**config.mk**
```make
export PLATFORM = sky130hd
export DESIGN_NAME = quadratic_map_descrambler
export DESIGN_NICKNAME = d
export VERILOG_FILES = /design/src/rtl/quadratic_map_descrambler_pkg.sv /design/src/rtl/quadratic_map_descrambler_iter.sv /design/src/rtl/quadratic_map_descrambler.sv
export SDC_FILE = /design/constraint.sdc
export NUM_CORES = 1
export LEC_CHECK = 0
export ABC_AREA = 1
export CELL_PAD_IN_SITES_DETAIL_PLACEMENT = 1
export CELL_PAD_IN_SITES_GLOBAL_PLACEMENT = 1
export CORE_MARGIN = 1.5
export CORE_UTILIZATION = 53
export DETAILED_ROUTE_END_ITERATION = 10
export PLACE_DENSITY_LB_ADDON = 0.1
export RECOVER_POWER = 25
export SLEW_MARGIN = 20
export SYNTH_ARGS = -nofsm -noshare
export SYNTH_HDL_FRONTEND = slang
export SYNTH_SLANG_ARGS = --single-unit
```
**constraint.sdc**
```tcl
create_clock -name clk -period 19.2 [get_ports clk]
set_input_delay 1.92 -clock clk [delete_from_list [all_inputs] [get_ports clk]]
set_output_delay 1.92 -clock clk [all_outputs]
set_load 0.05 [all_outputs]
```
**src/rtl/quadratic_map_descrambler_pkg.sv**
```systemverilog
// Shared Q-format constants, FSM states and the saturation helper used by the
// quadratic-map keystream generators on both ends of the link.
package chaos_pkg;

  localparam logic signed [15:0] HALF      = 16'sh4000;
  localparam int                 Q15_SHIFT = 15;
  localparam int                 Q14_SHIFT = 14;

  typedef enum logic [1:0] {
    IDLE = 2'd0,
    WARM = 2'd1,
    RUN  = 2'd2
  } state_e;

  function automatic logic signed [15:0] sat16(input logic signed [33:0] v);
    if (v > 34'sd32767) begin
      return 16'sh7fff;
    end else if (v < -34'sd32768) begin
      return 16'sh8000;
    end else begin
      return v[15:0];
    end
  endfunction

endpackage

```
**src/rtl/quadratic_map_descrambler_iter.sv**
```systemverilog
// Two-stage quadratic-map iteration: stage 1 squares x (Q1.15), stage 2 scales by r,
// subtracts from one half and saturates. done/x_out are valid in the stage-2 cycle.
module quadratic_map_iter
  import chaos_pkg::*;
(
  input  logic               clk,
  input  logic               reset,
  input  logic               abort,
  input  logic               start,
  input  logic signed [15:0] x_in,
  input  logic signed [15:0] r_in,
  output logic               done,
  output logic signed [15:0] x_out
);

  logic signed [31:0] x_sq;
  logic        [16:0] sq_d;
  logic        [16:0] sq_q;
  logic               busy_d;
  logic               busy_q;
  logic signed [33:0] prod;
  logic signed [33:0] diff;

  // Square is non-negative, so 17 unsigned bits hold it (x = -1 gives 0x8000).
  always_comb begin
    x_sq   = 32'(x_in) * 32'(x_in);
    sq_d   = start ? 17'(x_sq >>> Q15_SHIFT) : sq_q;
    busy_d = start & ~abort;
  end

  always_comb begin
    prod  = 34'(r_in) * $signed({17'b0, sq_q});
    diff  = 34'(HALF) - (prod >>> Q14_SHIFT);
    x_out = sat16(diff);
    done  = busy_q;
  end

  always_ff @(posedge clk) begin
    if (reset) begin
      sq_q   <= '0;
      busy_q <= 1'b0;
    end else begin
      sq_q   <= sq_d;
      busy_q <= busy_d;
    end
  end

endmodule

```
**src/rtl/quadratic_map_descrambler.sv**
```systemverilog
// Receive-side chaotic stream descrambler: regenerates the quadratic-map keystream
// from the shared seed/r pair and XORs it onto ciphertext. Only WIDTH=16 is meaningful.
module quadratic_map_descrambler
  import chaos_pkg::*;
#(
  parameter int WIDTH  = 16,
  parameter int WARMUP = 64
) (
  input  logic             clk,
  input  logic             reset,
  input  logic             cfg_load,
  input  logic [WIDTH-1:0] cfg_seed,
  input  logic [WIDTH-1:0] cfg_r,
  input  logic [WIDTH-1:0] s_data,
  input  logic             s_valid,
  output logic             s_ready,
  output logic [WIDTH-1:0] m_data,
  output logic             m_valid,
  input  logic             m_ready,
  output logic             locked
);

  state_e                  state_q;
  state_e                  state_d;
  logic signed [WIDTH-1:0] x_q;
  logic signed [WIDTH-1:0] x_d;
  logic signed [WIDTH-1:0] r_q;
  logic signed [WIDTH-1:0] r_d;
  logic        [WIDTH-1:0] ks_q;
  logic        [WIDTH-1:0] ks_d;
  logic                    ks_valid_q;
  logic                    ks_valid_d;
  logic        [15:0]      warm_cnt_q;
  logic        [15:0]      warm_cnt_d;
  logic        [WIDTH-1:0] m_data_q;
  logic        [WIDTH-1:0] m_data_d;
  logic                    m_valid_q;
  logic                    m_valid_d;

  logic                    xfer;
  logic                    warm_last;
  logic                    iter_start;
  logic                    iter_done;
  logic signed [WIDTH-1:0] iter_x;

  quadratic_map_iter u_iter (
    .clk   (clk),
    .reset (reset),
    .abort (cfg_load),
    .start (iter_start),
    .x_in  (x_q),
    .r_in  (r_q),
    .done  (iter_done),
    .x_out (iter_x)
  );

  assign warm_last = (warm_cnt_q == 16'(WARMUP - 1));

  always_ff @(posedge clk) begin
    if (reset) begin
      state_q <= IDLE;
    end else begin
      state_q <= state_d;
    end
  end

  always_comb begin
    state_d = state_q;
    if (cfg_load) begin
      state_d = (WARMUP == 0) ? RUN : WARM;
    end else if ((state_q == WARM) && iter_done && warm_last) begin
      state_d = RUN;
    end
  end

  // The next RUN iteration launches in the same cycle ks is consumed, which is
  // what sustains one word every two cycles.
  always_comb begin
    locked     = (state_q == RUN);
    s_ready    = locked & ks_valid_q & (~m_valid_q | m_ready) & ~cfg_load;
    xfer       = s_valid & s_ready;
    iter_start = 1'b0;
    if (!cfg_load && !iter_done) begin
      if (state_q == WARM) begin
        iter_start = 1'b1;
      end else if (state_q == RUN) begin
        iter_start = ~ks_valid_q | xfer;
      end
    end
  end

  always_comb begin
    x_d        = x_q;
    r_d        = r_q;
    ks_d       = ks_q;
    ks_valid_d = ks_valid_q;
    warm_cnt_d = warm_cnt_q;
    m_data_d   = m_data_q;
    m_valid_d  = m_valid_q;
    if (cfg_load) begin
      x_d        = cfg_seed;
      r_d        = cfg_r;
      ks_d       = '0;
      ks_valid_d = 1'b0;
      warm_cnt_d = '0;
      m_data_d   = '0;
      m_valid_d  = 1'b0;
    end else begin
      if (iter_done) begin
        x_d = iter_x;
        if (state_q == WARM) begin
          warm_cnt_d = warm_cnt_q + 16'd1;
        end
        if (state_q == RUN) begin
          ks_d       = iter_x;
          ks_valid_d = 1'b1;
        end
      end else if (xfer) begin
        ks_valid_d = 1'b0;
      end
      if (xfer) begin
        m_data_d  = s_data ^ ks_q;
        m_valid_d = 1'b1;
      end else if (m_ready) begin
        m_valid_d = 1'b0;
      end
    end
  end

  always_ff @(posedge clk) begin
    if (reset) begin
      x_q        <= '0;
      r_q        <= '0;
      ks_q       <= '0;
      ks_valid_q <= 1'b0;
      warm_cnt_q <= '0;
      m_data_q   <= '0;
      m_valid_q  <= 1'b0;
    end else begin
      x_q        <= x_d;
      r_q        <= r_d;
      ks_q       <= ks_d;
      ks_valid_q <= ks_valid_d;
      warm_cnt_q <= warm_cnt_d;
      m_data_q   <= m_data_d;
      m_valid_q  <= m_valid_d;
    end
  end

  assign m_data  = m_data_q;
  assign m_valid = m_valid_q;

endmodule
```
After elaboration in Yosys (flattened, before gate mapping) --
Cells that the tools add are included.
Storage, ports and cells: register bits 102, input bits 53, word-level logic and storage cells 59
Operators by class: add/subtract/negate cells 2, multipliers 2, order comparisons 2, equality and inequality tests 4, muxes and demuxes 14, bitwise gates (word level) 11, reductions and logical operators 13
Operators by type and width (number):
- $mux W16 | 4
- $gt A34 B16 Y1 const B | 1
- $lt A34 B16 Y1 const B | 1
- $mul A16 B18 Y34 | 1
- $mul A16 B16 Y32 | 1
- $sub A16 B20 Y21 const A | 1
- $add A16 B1 Y16 const B | 1
- $eq A16 B6 Y1 const B | 1
- $xor A16 B16 Y16 | 1
- $mux W1 | 10
- $reduce_bool A2 Y1 | 4
- $reduce_and A2 Y1 | 3
- $and A1 B1 Y1 | 5
- $logic_and A1 B1 Y1 | 3
- $not A1 Y1 | 3
- $eq A2 B1 Y1 const B | 1
- $eq A2 B2 Y1 const B | 1
- $logic_not A1 Y1 | 2
- $ne A2 B2 Y1 const B | 1
- $or A1 B1 Y1 | 2
- $reduce_or A2 Y1 | 1

Depth between registers and ports, before layout --
depth after elaboration 10, mapped depth 44, depth with buffers taken out 41

Modules after synthesis --
From an unflattened synthesis, not the netlist that was laid out.
Unflattened totals: cell total of the unflattened synthesis 3284, area, all modules 24160.7 um2
By module, submodules not included:
- quadratic_map_iter | times used 1, cells each 2780, area an instance 20513.4 um2
- quadratic_map_descrambler | times used 1, cells each 504, area an instance 3647.2 um2

Worst setup path after synthesis --
OpenSTA, ideal clock, no wires.
path kind reg-to-reg, from reg r_q[9], to reg ks_q[10], setup time 0.114 ns, data arrival time 6.792 ns, required time 19.086 ns, setup slack 12.294 ns, cell stages (with the launch flop) 39, period minus slack after synthesis 6.906 ns, cells stage by stage dfxtp_1 > clkbuf_1 > clkbuf_1 > nand2_1 > fa_1 > inv_1 > fa_1 > inv_1 > fa_1 > inv_1 > fa_1 > fa_1 > inv_1 > fa_1 > inv_1 > ha_1 > nand2_1 > nor2_1 > [3 not listed] > nand2_1 > nand2_1 > nand2_1 > inv_1 > ha_1 > inv_1 > nor2_2 > nand2_1 > nor2_4 > nand2_2 > nand2_2 > a21oi_1 > inv_1 > nand2_4 > buf_12 > nand2_2 > o21bai_1 > inv_1
On the way: word-level cells in the longest chain between the ends 5
Ends and longest elaborated chain:
- from (decl) | line quadratic_map_descrambler.sv:27 | logic signed [WIDTH-1:0] r_q;
- from (signal assigned) | line quadratic_map_descrambler.sv:141 | r_q <= r_d;
- $mul A16 B18 Y34 * | line quadratic_map_descrambler_iter.sv:32 | prod = 34'(r_in) * $signed({17'b0, sq_q});
- $sub A16 B20 Y21 * | line quadratic_map_descrambler_iter.sv:33 | diff = 34'(HALF) - (prod >>> Q14_SHIFT);
- $lt A34 B16 Y1 | line quadratic_map_descrambler_pkg.sv:18 | end else if (v < -34'sd32768) begin
- $mux W16 | line quadratic_map_descrambler_pkg.sv:18
- $mux W16 * | line quadratic_map_descrambler_pkg.sv:16 | if (v > 34'sd32767) begin
- to (signal assigned) | line quadratic_map_descrambler.sv:142 | ks_q <= ks_d;
- to (decl) | line quadratic_map_descrambler.sv:29 | logic [WIDTH-1:0] ks_q;
Mark *: on every way between the ends. The rest lies on a longest branch, timed or not. A chain may end at the register's enable or synchronous reset.

Worst setup path in the final report --
from in cfg_load, to out s_ready
On the way: word-level cells in the longest chain between the ends 2
Ends and longest elaborated chain:
- from (decl) | line quadratic_map_descrambler.sv:11 | input logic cfg_load,
- $not A1 Y1 | line quadratic_map_descrambler.sv:80 | s_ready = locked & ks_valid_q & (~m_valid_q | m_ready) & ~cfg_load;
- $and A1 B1 Y1 | line quadratic_map_descrambler.sv:80
- to (decl) | line quadratic_map_descrambler.sv:16 | output logic s_ready,
Every way passes these cells.

==> impl_metrics.tcl <==
set metrics [dict create \
    status "complete, but fails checks" \
    violations "capacitance limit, slew limit" \
    area_delta_synth_final_pct 5.91 \
    die_h_um 215 \
    max_slew_margin_pct -83.3 \
    required_ns 17.28 \
    coreArea_sq_um 44200 \
    synth-seq-cells 102 \
    synth_top_area_share_pct 37.6 \
    cts_buffer_depth 2 \
    finClkSkew_ns 0.0179 \
    min_period_over_period_pct 45.5 \
    crit_fanout 35 \
    post_cts_buffers 0 \
    ioPinCount 72 \
    max-cap-violations 2 \
    htreeDepth 3 \
    synth_edf_count 0 \
    reg2reg_depth 35 \
    path_cells "dlygate4sd3_1 -> clkbuf_1 -> clkinv_1 -> nand3_1 -> nor2_1 -> clkdlybuf4s50_1" \
    gp_congestion 0.907 \
    grt_pass1_vias 22600 \
    drive_gt1_share_pct 4.37 \
    ys_top_cells_by_area "fa_1 38%, inv_1 15%, ha_1 11%" \
    crit_type "in -> out" \
    clkTransAtPathRegs_ns 0.08 \
    r2r_end "ks_q[14]$_SDFFE_PP0P_" \
    dp_hpwl_um 59600 \
    start_kind "input port" \
    fin_util_pct 56.9 \
    grt_overflow_total 0 \
    finalNetCount 3813 \
    fmax_mhz 114 \
    hold_path_depth 2 \
    synthCells 3126 \
    min_to "warm_cnt_q[2]$_SDFFE_PP0P_" \
    arrival_ns 6.82 \
    num_vias 19700 \
    dpl_cell_area_sq_um 24900 \
    crit_slowest_cell "clkbuf_1" \
    cts-buffers-inserted 9 \
    reg2reg_from "r_q[9]$_SDFFE_PP0P_" \
    ys.flop_type "dfxtp_1" \
    whs_ns 0.477 \
    antenna_found_initial 0 \
    track_usage_pct 32.9 \
    cts_hold_buffers 0 \
    instances_no_fill 3703 \
    rsz0062_at_grt "false" \
    timing.final.crit_period_ns 8.74 \
    dp_slack_ns 11.19 \
    end_kind "output port" \
    grt_pass1_wl_um 119000 \
    drt_iter0_drc 983 \
    yosysMostFrequentCell "inv_1" \
    viasPerCell 5.31 \
    async_flop_share_pct 0 \
    min_path_type "reg -> reg" \
    cts_root_buffer "clkbuf_16" \
    antenna_left 0 \
    tightest_slew_ns 2.74 \
    hp-start "warm_cnt_q[2]$_SDFFE_PP0P_" \
    setup_tns_ns 0 \
    drc 0 \
    cts_tree "done" \
    n_antenna_cell 0 \
    hold_viol_final 0 \
    reg2reg_slack_ns 11.12 \
    row_count 77 \
    dr.pass1.iters 5 \
    routed_wl_um 71800 \
    power-per-cell-area_nw_per_um2 55.4 \
    ys_types 44 \
    worst_slack_ns 10.46 \
    syn_nets 3833 \
    seq_area_frac_synth_pct 8.59 \
    die-area_sq_um 46100 \
    dieWidth_um 215 \
    dp_cells 3687 \
    max-vdd-ir-drop_v 0.0000533 \
    grt_max_degree 47 \
    fin_total_pwr_mw 1.40 \
    synth_area_per_cell_sq_um 7.60 \
    max_stage_delay_ns 1.59 \
    final_area_sq_um 25200 \
    syn_area_sq_um 23800 \
    setup_viol 0 \
    ys_top_cells_by_count "927 x inv_1, 680 x nand2_1, 446 x fa_1, 208 x ha_1, 134 x nor2_1" \
    cts_resized 0 \
    ys_warn_count 0 \
    clk_latency_ns 0.39 \
    cellLeakagePower_nw 14.2 \
    wire_per_inst_um 19.4 \
    drv_slew 83 \
    cts.sinks 102 \
    synth_top_area_cell "fa_1" \
    initial_core_util_pct 53.8 \
    port-buffer-count 71 \
]
final cells by class:
type | count | area, sq um
clock buffer | 10 | 239
clock inverter | 6 | 60.1
fill | 5598 | 19000
inverter | 930 | 3490
multi-input combinational | 1972 | 17700
sequential | 102 | 2040
tap | 592 | 741
timing repair buffer | 91 | 857
critical path, delay by kind of cell:
kind / cells / cell delay (ns)
buffers and inverters: 4 / 4.41
AND/OR/NAND/NOR: 2 / 0.47
sequential cells by signal (all words and copies together), names as in the netlist:
name and count:
u_iter.sq_q 17, ks_valid_q 1, state_q 2, x_q 16, m_data 16, ks_q 16
warm_cnt_q 16, u_iter.done 1, m_valid 1, r_q 16
metal layers:
metal / vias up / share of wire (%) / global-route usage [%]
met4: 0 / 2.4 / 9.15
met5: - / 0 / 0
met1: 10100 / 42 / 42.0
met3: 130 / 5.5 / 4.91
met2: 515 / 51 / 58.0
li1: 8944 / - / -
layout by cell type (no fill, tap or decap), types with 4 or more instances in the layout:
master             n
nor2_4             5
xnor2_1           35
nand3_1           55
nor3_1            18
inv_1            927
o21ai_0           86
nor2_2            10
clkbuf_16          9
nor2_1           132
a31oi_1            6
ha_1             208
xor2_1            24
fa_1             446
dfxtp_1          102
buf_4             19
nand2_2           48
o21a_1             4
nand2_1          680
nand4_1            9
clkdlybuf4s50_1   53
a21oi_2           12
or2_2             13
a21oi_1          105
dlygate4sd3_1     18
o211ai_1           6
o21bai_1          23
nand3_2            8
a22oi_1           15
power breakdown:
| group | internal, mW | switching [mW] |
|---|---|---|
| Sequential | 0.220 | 0.0397 |
| Combinational | 0.331 | 0.603 |
| Clock | 0.0949 | 0.107 |
| Total | 0.646 | 0.750 |
how the worst max path moves through the flow:
stage | from | endpoint | slack (ns) | cells past startpoint
after floorplan | r_q[9]$_SDFFE_PP0P_ | ks_q[10]$_SDFFE_PP0P_ | 12.29 | 38
after CTS | r_q[9]$_SDFFE_PP0P_ | ks_q[14]$_SDFFE_PP0P_ | 11.16 | 35
after detailed placement | r_q[9]$_SDFFE_PP0P_ | ks_q[14]$_SDFFE_PP0P_ | 11.19 | 35
after global routing | cfg_load | s_ready | 10.33 | 6
after global placement | u_iter.sq_q[5]$_SDFFE_PP0P_ | ks_q[0]$_SDFFE_PP0P_ | 11.49 | 35
final | cfg_load | s_ready | 10.46 | 6
cells by family (layout without fill, tap and decap cells):
| kind of cell | Yosys count | in the layout | synth area share, % |
|---|---|---|---|
| buf+inv | 1052 | 1037 | 16.8 |
| simple gates | 992 | 992 | 17.5 |
| fa+ha+maj | 654 | 654 | 48.5 |
| compound gates | 267 | 267 | 6.47 |
| flops | 102 | 102 | 8.59 |
| xor+xnor | 59 | 59 | 2.17 |
No activity file was read; power rests on OpenSTA's default activity.
